<file path="config.mk">
export PLATFORM = sky130hd
export DESIGN_NAME = xillybus_wrapper_sdiv_seq
export DESIGN_NICKNAME = d
export VERILOG_FILES = /design/src/rtl/xillybus_wrapper_sdiv_pkg.sv /design/src/rtl/xillybus_wrapper_sdiv_seq_step.sv /design/src/rtl/xillybus_wrapper_sdiv_seq.sv
export SDC_FILE = /design/constraint.sdc
export NUM_CORES = 1
export LEC_CHECK = 0
export BUFFER_PORTS_ARGS = -buffer_cell sky130_fd_sc_hd__buf_2
export CAP_MARGIN = 20
export CORE_MARGIN = 10
export CORE_UTILIZATION = 49
export DETAILED_ROUTE_END_ITERATION = 6
export GPL_ROUTABILITY_DRIVEN = 0
export PLACE_DENSITY = 0.71
export SYNTH_ARGS = -nofsm -noshare
export SYNTH_HDL_FRONTEND = slang
export SYNTH_HIERARCHICAL = 1
export SYNTH_SLANG_ARGS = --single-unit
</file>
<file path="constraint.sdc">
create_clock -name ap_clk -period 6.55 [get_ports ap_clk]
set_clock_uncertainty 0.1 [all_clocks]
set_input_delay 1.31 -clock ap_clk [delete_from_list [all_inputs] [get_ports ap_clk]]
set_output_delay 1.31 -clock ap_clk [all_outputs]
set_load 0.01 [all_outputs]
</file>
<file path="src/rtl/xillybus_wrapper_sdiv_pkg.sv">
// Shared definitions for the sequential signed-by-unsigned divider.
package xillybus_wrapper_sdiv_pkg;

    typedef enum logic [1:0] {
        IDLE = 2'd0,
        CALC = 2'd1,
        FIX  = 2'd2,
        DONE = 2'd3
    } state_t;

    localparam int unsigned DIN0_W = 30;
    localparam int unsigned DIN1_W = 15;
    localparam int unsigned DOUT_W = 30;
    localparam int unsigned REM_W  = DIN1_W + 1;
    localparam int unsigned ITER   = DIN0_W;

endpackage

</file>
<file path="src/rtl/xillybus_wrapper_sdiv_seq_step.sv">
// One restoring shift-subtract step: shift a dividend bit into the partial
// remainder and subtract the divisor when it fits.
module xillybus_wrapper_sdiv_seq_step
    import xillybus_wrapper_sdiv_pkg::*;
#(
    parameter int unsigned PW = DIN1_W + 1,
    parameter int unsigned DW = DIN1_W
) (
    input  logic [PW-1:0] part,
    input  logic          bit_in,
    input  logic [DW-1:0] divisor,
    output logic [PW-1:0] part_nxt,
    output logic          q
);

    logic [PW:0] shifted;
    logic [PW:0] div_ext;

    always_comb begin
        shifted  = {part, bit_in};
        div_ext  = (PW+1)'(divisor);
        q        = (shifted >= div_ext);
        // On a successful subtract the difference is below the divisor, so
        // dropping the top bit is lossless.
        part_nxt = q ? PW'(shifted - div_ext) : shifted[PW-1:0];
    end

endmodule

</file>
<file path="src/rtl/xillybus_wrapper_sdiv_seq.sv">
// Iterative signed-by-unsigned divider (C truncation semantics) behind an
// HLS-style ap_start/ap_done/ap_idle/ap_ready handshake.
module xillybus_wrapper_sdiv_seq
    import xillybus_wrapper_sdiv_pkg::*;
#(
    parameter int unsigned ID         = 1,
    parameter int unsigned din0_WIDTH = DIN0_W,
    parameter int unsigned din1_WIDTH = DIN1_W,
    parameter int unsigned dout_WIDTH = DOUT_W,
    parameter int unsigned rem_WIDTH  = REM_W
) (
    input  logic                  ap_clk,
    input  logic                  ap_rst_n,
    input  logic                  ap_start,
    output logic                  ap_ready,
    output logic                  ap_idle,
    output logic                  ap_done,
    input  logic [din0_WIDTH-1:0] din0,
    input  logic [din1_WIDTH-1:0] din1,
    output logic [dout_WIDTH-1:0] dout,
    output logic [rem_WIDTH-1:0]  rem,
    output logic                  div_by_zero
);

    localparam int unsigned CNT_W = $clog2(din0_WIDTH);
    localparam int unsigned PW    = din1_WIDTH + 1;

    state_t                state, state_nxt;
    logic [CNT_W-1:0]      cnt;
    logic [din0_WIDTH-1:0] mag;
    logic [din1_WIDTH-1:0] divisor;
    logic [PW-1:0]         part, part_nxt;
    logic                  neg, dz, q_bit;

    assign ap_idle  = (state == IDLE);
    assign ap_ready = ap_start & ap_idle;
    assign ap_done  = (state == DONE);

    always_ff @(posedge ap_clk or negedge ap_rst_n) begin
        if (!ap_rst_n) state <= IDLE;
        else           state <= state_nxt;
    end

    always_comb begin
        state_nxt = state;
        case (state)
            IDLE:    if (ap_start) state_nxt = CALC;
            CALC:    if (cnt == '0) state_nxt = FIX;
            FIX:     state_nxt = DONE;
            DONE:    state_nxt = IDLE;
            default: state_nxt = IDLE;
        endcase
    end

    xillybus_wrapper_sdiv_seq_step #(
        .PW (PW),
        .DW (din1_WIDTH)
    ) u_step (
        .part     (part),
        .bit_in   (mag[din0_WIDTH-1]),
        .divisor  (divisor),
        .part_nxt (part_nxt),
        .q        (q_bit)
    );

    // The magnitude register doubles as the quotient register: dividend bits
    // leave at the MSB while quotient bits enter at the LSB. |din0| is held in
    // din0_WIDTH unsigned bits, which already covers 2^(din0_WIDTH-1).
    always_ff @(posedge ap_clk or negedge ap_rst_n) begin
        if (!ap_rst_n) begin
            cnt         <= '0;
            mag         <= '0;
            divisor     <= '0;
            part        <= '0;
            neg         <= 1'b0;
            dz          <= 1'b0;
            dout        <= '0;
            rem         <= '0;
            div_by_zero <= 1'b0;
        end else begin
            case (state)
                IDLE: begin
                    if (ap_start) begin
                        neg     <= din0[din0_WIDTH-1];
                        mag     <= din0[din0_WIDTH-1] ? -din0 : din0;
                        divisor <= din1;
                        dz      <= (din1 == '0);
                        part    <= '0;
                        cnt     <= CNT_W'(din0_WIDTH - 1);
                    end
                end
                CALC: begin
                    part <= part_nxt;
                    mag  <= {mag[din0_WIDTH-2:0], q_bit};
                    cnt  <= cnt - CNT_W'(1);
                end
                FIX: begin
                    if (dz) begin
                        dout        <= '1;
                        rem         <= '0;
                        div_by_zero <= 1'b1;
                    end else begin
                        dout        <= dout_WIDTH'(neg ? -mag : mag);
                        rem         <= rem_WIDTH'(neg ? -part : part);
                        div_by_zero <= 1'b0;
                    end
                end
                default: ;
            endcase
        end
    end

endmodule

</file>
Word level (Yosys, flattened, before mapping)
Cells that the tools add are included.
- register bits: 117
- input port bits: 48
- output and inout port bits: 50
- logic and storage cells: 45
- add/sub/neg operators: 5
- $lt $le $gt $ge: 1
- equal/unequal tests: 5
- multiplexer cells: 16
- bitwise gates (word level): 1
- reductions and logical operators: 7
- operators by type and width (cell ; count):
    2-to-1 mux 30 bit ; 4
    2-to-1 mux 16 bit ; 4
    negation 30 bit ; 2
    case mux 30 bit (2 select lines) ; 1
    case mux 16 bit (2 select lines) ; 1
    greater-or-equal comparator 17 x 15 -> 1 bit ; 1
    negation 16 bit ; 1
    subtractor 16 x 15 -> 16 bit ; 1
    logical NOT 15 bit ; 1
    case mux 5 bit (2 select lines) ; 1
    case mux 2 bit (4 select lines) ; 1
    AND reduction 2 bit ; 3
    logical NOT 5 bit ; 1
    2-to-1 mux 5 bit ; 1
    subtractor 5 x 1 -> 5 bit (second input constant) ; 1
    == test 2 bit (second input constant) ; 2
    2-to-1 mux 2 bit ; 2
    != test 2 bit (second input constant) ; 2
    == test 2 x 1 -> 1 bit (second input constant) ; 1
    logical NOT 2 bit ; 1
    nonzero test 2 bit ; 1
    bitwise AND 1 bit ; 1
    2-to-1 mux 1 bit ; 1

Longest topological paths before layout
- depth in word-level cells: 4
- mapped depth: 13
- gate-level depth less buffers: 10

Modules after synthesis
Netlist, hierarchy kept.
- by module, submodules not included (module ; times used ; cells an instance ; area an instance (um^2) ; seq. area each (um^2)):
    xillybus_wrapper_sdiv_seq ; 1 ; 646 ; 6294.8 ; 2927.8
    xillybus_wrapper_sdiv_seq_step ; 1 ; 158 ; 1241.2 ; 0.0

Worst setup path after synthesis
Ideal clock, no wire load.
- kind: input to output
- start point: input port ap_start
- end point: output port ap_ready
- data arrival time: 1.812 ns
- required time: 5.140 ns
- path slack: 3.328 ns
- cell stages on the path: 3
- path buffers: 1
- cells stage by stage: nand2_1 clkbuf_1 inv_1
- longest elaborated chain between the ends: 1
- ends and longest elaborated chain (item ; line ; source):
    start, declared ; xillybus_wrapper_sdiv_seq.sv:14 ; input logic ap_start,
    bitwise AND 1 bit ; xillybus_wrapper_sdiv_seq.sv:36 ; assign ap_ready = ap_start & ap_idle;
    end, declared ; xillybus_wrapper_sdiv_seq.sv:15 ; output logic ap_ready,
Every way passes these cells.

Worst setup path in the final report
Same ends and word-level chain as after synthesis.

==> results.py <==
metrics = {
    "synth": {
        "syn_area_sq_um": 7540,
        "synth_most_common_cell": "dfrtp_1",
        "synth.area.top_cells": "dfrtp_1 (39%), xor2_1 (6.3%), a21oi_1 (3.9%)",
        "ys_types": 72,
        "ys_top_cells_by_count": "dfrtp_1 (117), nor2_1 (68), a21oi_1 (59)",
        "avgSynthCellArea_sq_um": 9.37,
        "ys_async_sr_fraction_pct": 100,
        "yosys_register_bits": 117,
        "yosysWarnings": 6,
        "synth_edf_count": 0,
        "netlist.area_leader.share_pct": 38.9,
        "synth_seq_area_share_pct": 38.9,
        "synth_top_cell_by_area": "dfrtp_1",
        "synth_ff_type": "dfrtp_1",
        "synthesis.nets": 876,
        "syn_inst": 804,
    },
    "die": {
        "dieArea_sq_um": 20700,
        "die_w_um": 144,
        "ios": 98,
        "coreArea_sq_um": 15100,
        "die_h_um": 144,
        "rows": 45,
        "start_util_pct": 49.8,
    },
    "cells_and_area": {
        "final_nets": 950,
        "drive_gt1_share_pct": 22.1,
        "area_growth_pct": 15.4,
        "diodes": 0,
    },
    "clock_tree": {
        "clockBufferDepth": 2,
        "clock_latency_ns": 0.42,
        "clk_pin_slew_worst_paths_ns": 0.06,
        "hold_buffers": 0,
        "cts_sinks": 117,
        "tritoncts": "built",
        "cts_buffers": 17,
        "htreeDepth": 4,
        "ctsRootBufferMaster": "clkbuf_16",
        "cts_setup_buffers": 0,
        "cts_resized": 0,
    },
    "routing": {
        "vias_per_cell": 5.76,
        "drtAntennaViolNets": 0,
        "drt_iter0_markers": 558,
        "drtPass1Iterations": 5,
        "wl_per_cell_um": 17.3,
        "wl_um": 18600,
        "drc_errors": 0,
        "via_count": 6210,
    },
    "global_route": {
        "first_global_vias": 5622,
        "overflow": 0,
        "grt_pass1_wl_um": 30000,
        "grt_max_degree": 62,
        "antenna_found_initial": 0,
        "grt-busiest-layer": "met1",
        "gr-usage-met1_pct": 28.6,
        "grt.total_usage_pct": 17.9,
        "met3_usage_pct": 4.00,
        "use_met2_pct": 22.9,
    },
    "sta": {
        "worst_pin_slew_ns": 1.02,
        "finalHoldWorstSlack_ns": 0.396,
        "clock.fmax_ghz": 0.297,
        "slew_headroom_pct": 32.2,
        "fin_crit_sh_pct": 51.3,
        "maxSlewViolCount": 0,
        "hold_viol": 0,
        "tns_ns": 0,
        "rsz0062_at_grt": "false",
        "period_needed_ns": 3.36,
        "finalSetupViolations": 0,
    },
    "hold_path": {
        "holdCritPathClass": "reg2reg",
    },
    "setup_path": {
        "crit_required_ns": 5.14,
        "cp-start-kind": "primary input",
        "path_cells": "buf_2, nand2_1, buf_4, inv_1, buf_2",
        "cp_slowest_stage_delay_ns": 0.27,
        "cp_slowest_cell": "buf_4",
        "critical_path_class": "in2out",
        "cp.arrival_ns": 1.95,
        "cp-end-kind": "output pin",
        "cp_common_cell": "buf_2",
        "cp_max_fo": 22,
    },
    "pwr": {
        "power_density_nw_per_um2": 549,
        "p_leak_nw": 3.82,
        "peakVddDrop_mv": 0.271,
    },
    "status": {
        "run_status": "completed",
    },
    "place": {
        "portBuffers": 97,
        "dp_hpwl_um": 13800,
    },
    "flow_run": {
        "maxCapViolations": 0,
    },
}
==> per-stage QoR <==
stage / utilization, % / total power [W] / cells / area [sq um] / setup WS, ns
floorplan: - / 0.00319 / 804 / 7540 / 3.33
global placement: 53.4 / 0.00375 / 1047 / 8090 / 3.17
detailed placement: 53.4 / 0.00380 / 1047 / 8090 / 3.16
CTS: 57.4 / 0.00479 / 1079 / 8700 / 3.18
global route: 57.4 / 0.00516 / 1079 / 8700 / 3.12
finish: 57.4 / 0.00478 / 1079 / 8700 / 3.19
==> per-layer routing <==
layer  up-vias  part of all wire (%)
met2       206                    39
met5         -                     0
met4         0                  0.92
met1      2927                    52
met3        14                   7.3
li1       3063                     -
==> path summary, 6_finish.rpt <==
| kind | startpoint | to | slack [ns] | cells after the start |
|---|---|---|---|---|
| max in group asynchronous | ap_rst_n | mag[9] | 4.26 | 2 |
| worst min register to register | cnt[0] | cnt[0] | 0.40 | 1 |
| min in group asynchronous | ap_rst_n | divisor[10] | 0.85 | 1 |
| worst max-delay path | ap_start | ap_ready | 3.19 | 5 |
| worst min-delay path | cnt[0] | cnt[0] | 0.40 | 1 |
| worst max register to register | mag[29] | part[10] | 3.54 | 10 |
==> flip-flops by register name, indices dropped and copies added (netlist names) <==
| register | count |
|---|---|
| state | 2 |
| rem | 16 |
| divisor | 15 |
| part | 16 |
| mag | 30 |
| div_by_zero | 1 |
| cnt | 5 |
| dz | 1 |
| dout | 30 |
| neg | 1 |
==> cells by family (layout without fill, tap and decap cells) <==
family	Yosys count	in the layout	synth area share, %
multiplexers	44	44	6.64
AND/OR/NAND/NOR	211	211	15.0
adder cells (fa/ha/maj)	24	24	4.08
AO/OA/AOI/OAI	230	230	20.8
buffers and inverters	102	189	5.73
flip-flops	117	117	38.9
XOR/XNOR	76	76	8.83
==> report_power, final <==
part / internal (W) / switching [W]
Sequential: 0.00105 / 0.000332
Combinational: 0.00105 / 0.00139
Clock: 0.000610 / 0.000346
Total: 0.00272 / 0.00206
==> area by class of cell <==
class                   count  area, sq um
well taps                 188          235
fillers                  1366         6450
flip-flops and latches    117         2930
repair buffers            104          541
clock buffers              18          439
clock inverters            14          174
inverters                  53          199
multi-input cells         585         4180
==> critical path, delay by kind of cell <==
kind | cells | cell delay [ns]
AND/OR/NAND/NOR | 1 | 0.05
buffers and inverters | 4 | 0.58
==> cells in the final DEF (no fill, tap or decap), types with 24 or more instances in the layout <==
cell and n:
a21oi_1 59, o21ai_0 52, xor2_1 54, mux2_2 24, dfrtp_1 117, nand2_1 40, nor2_1 68, buf_2 96
inv_1 52
Note: power is estimated with default switching activity, not from simulation.
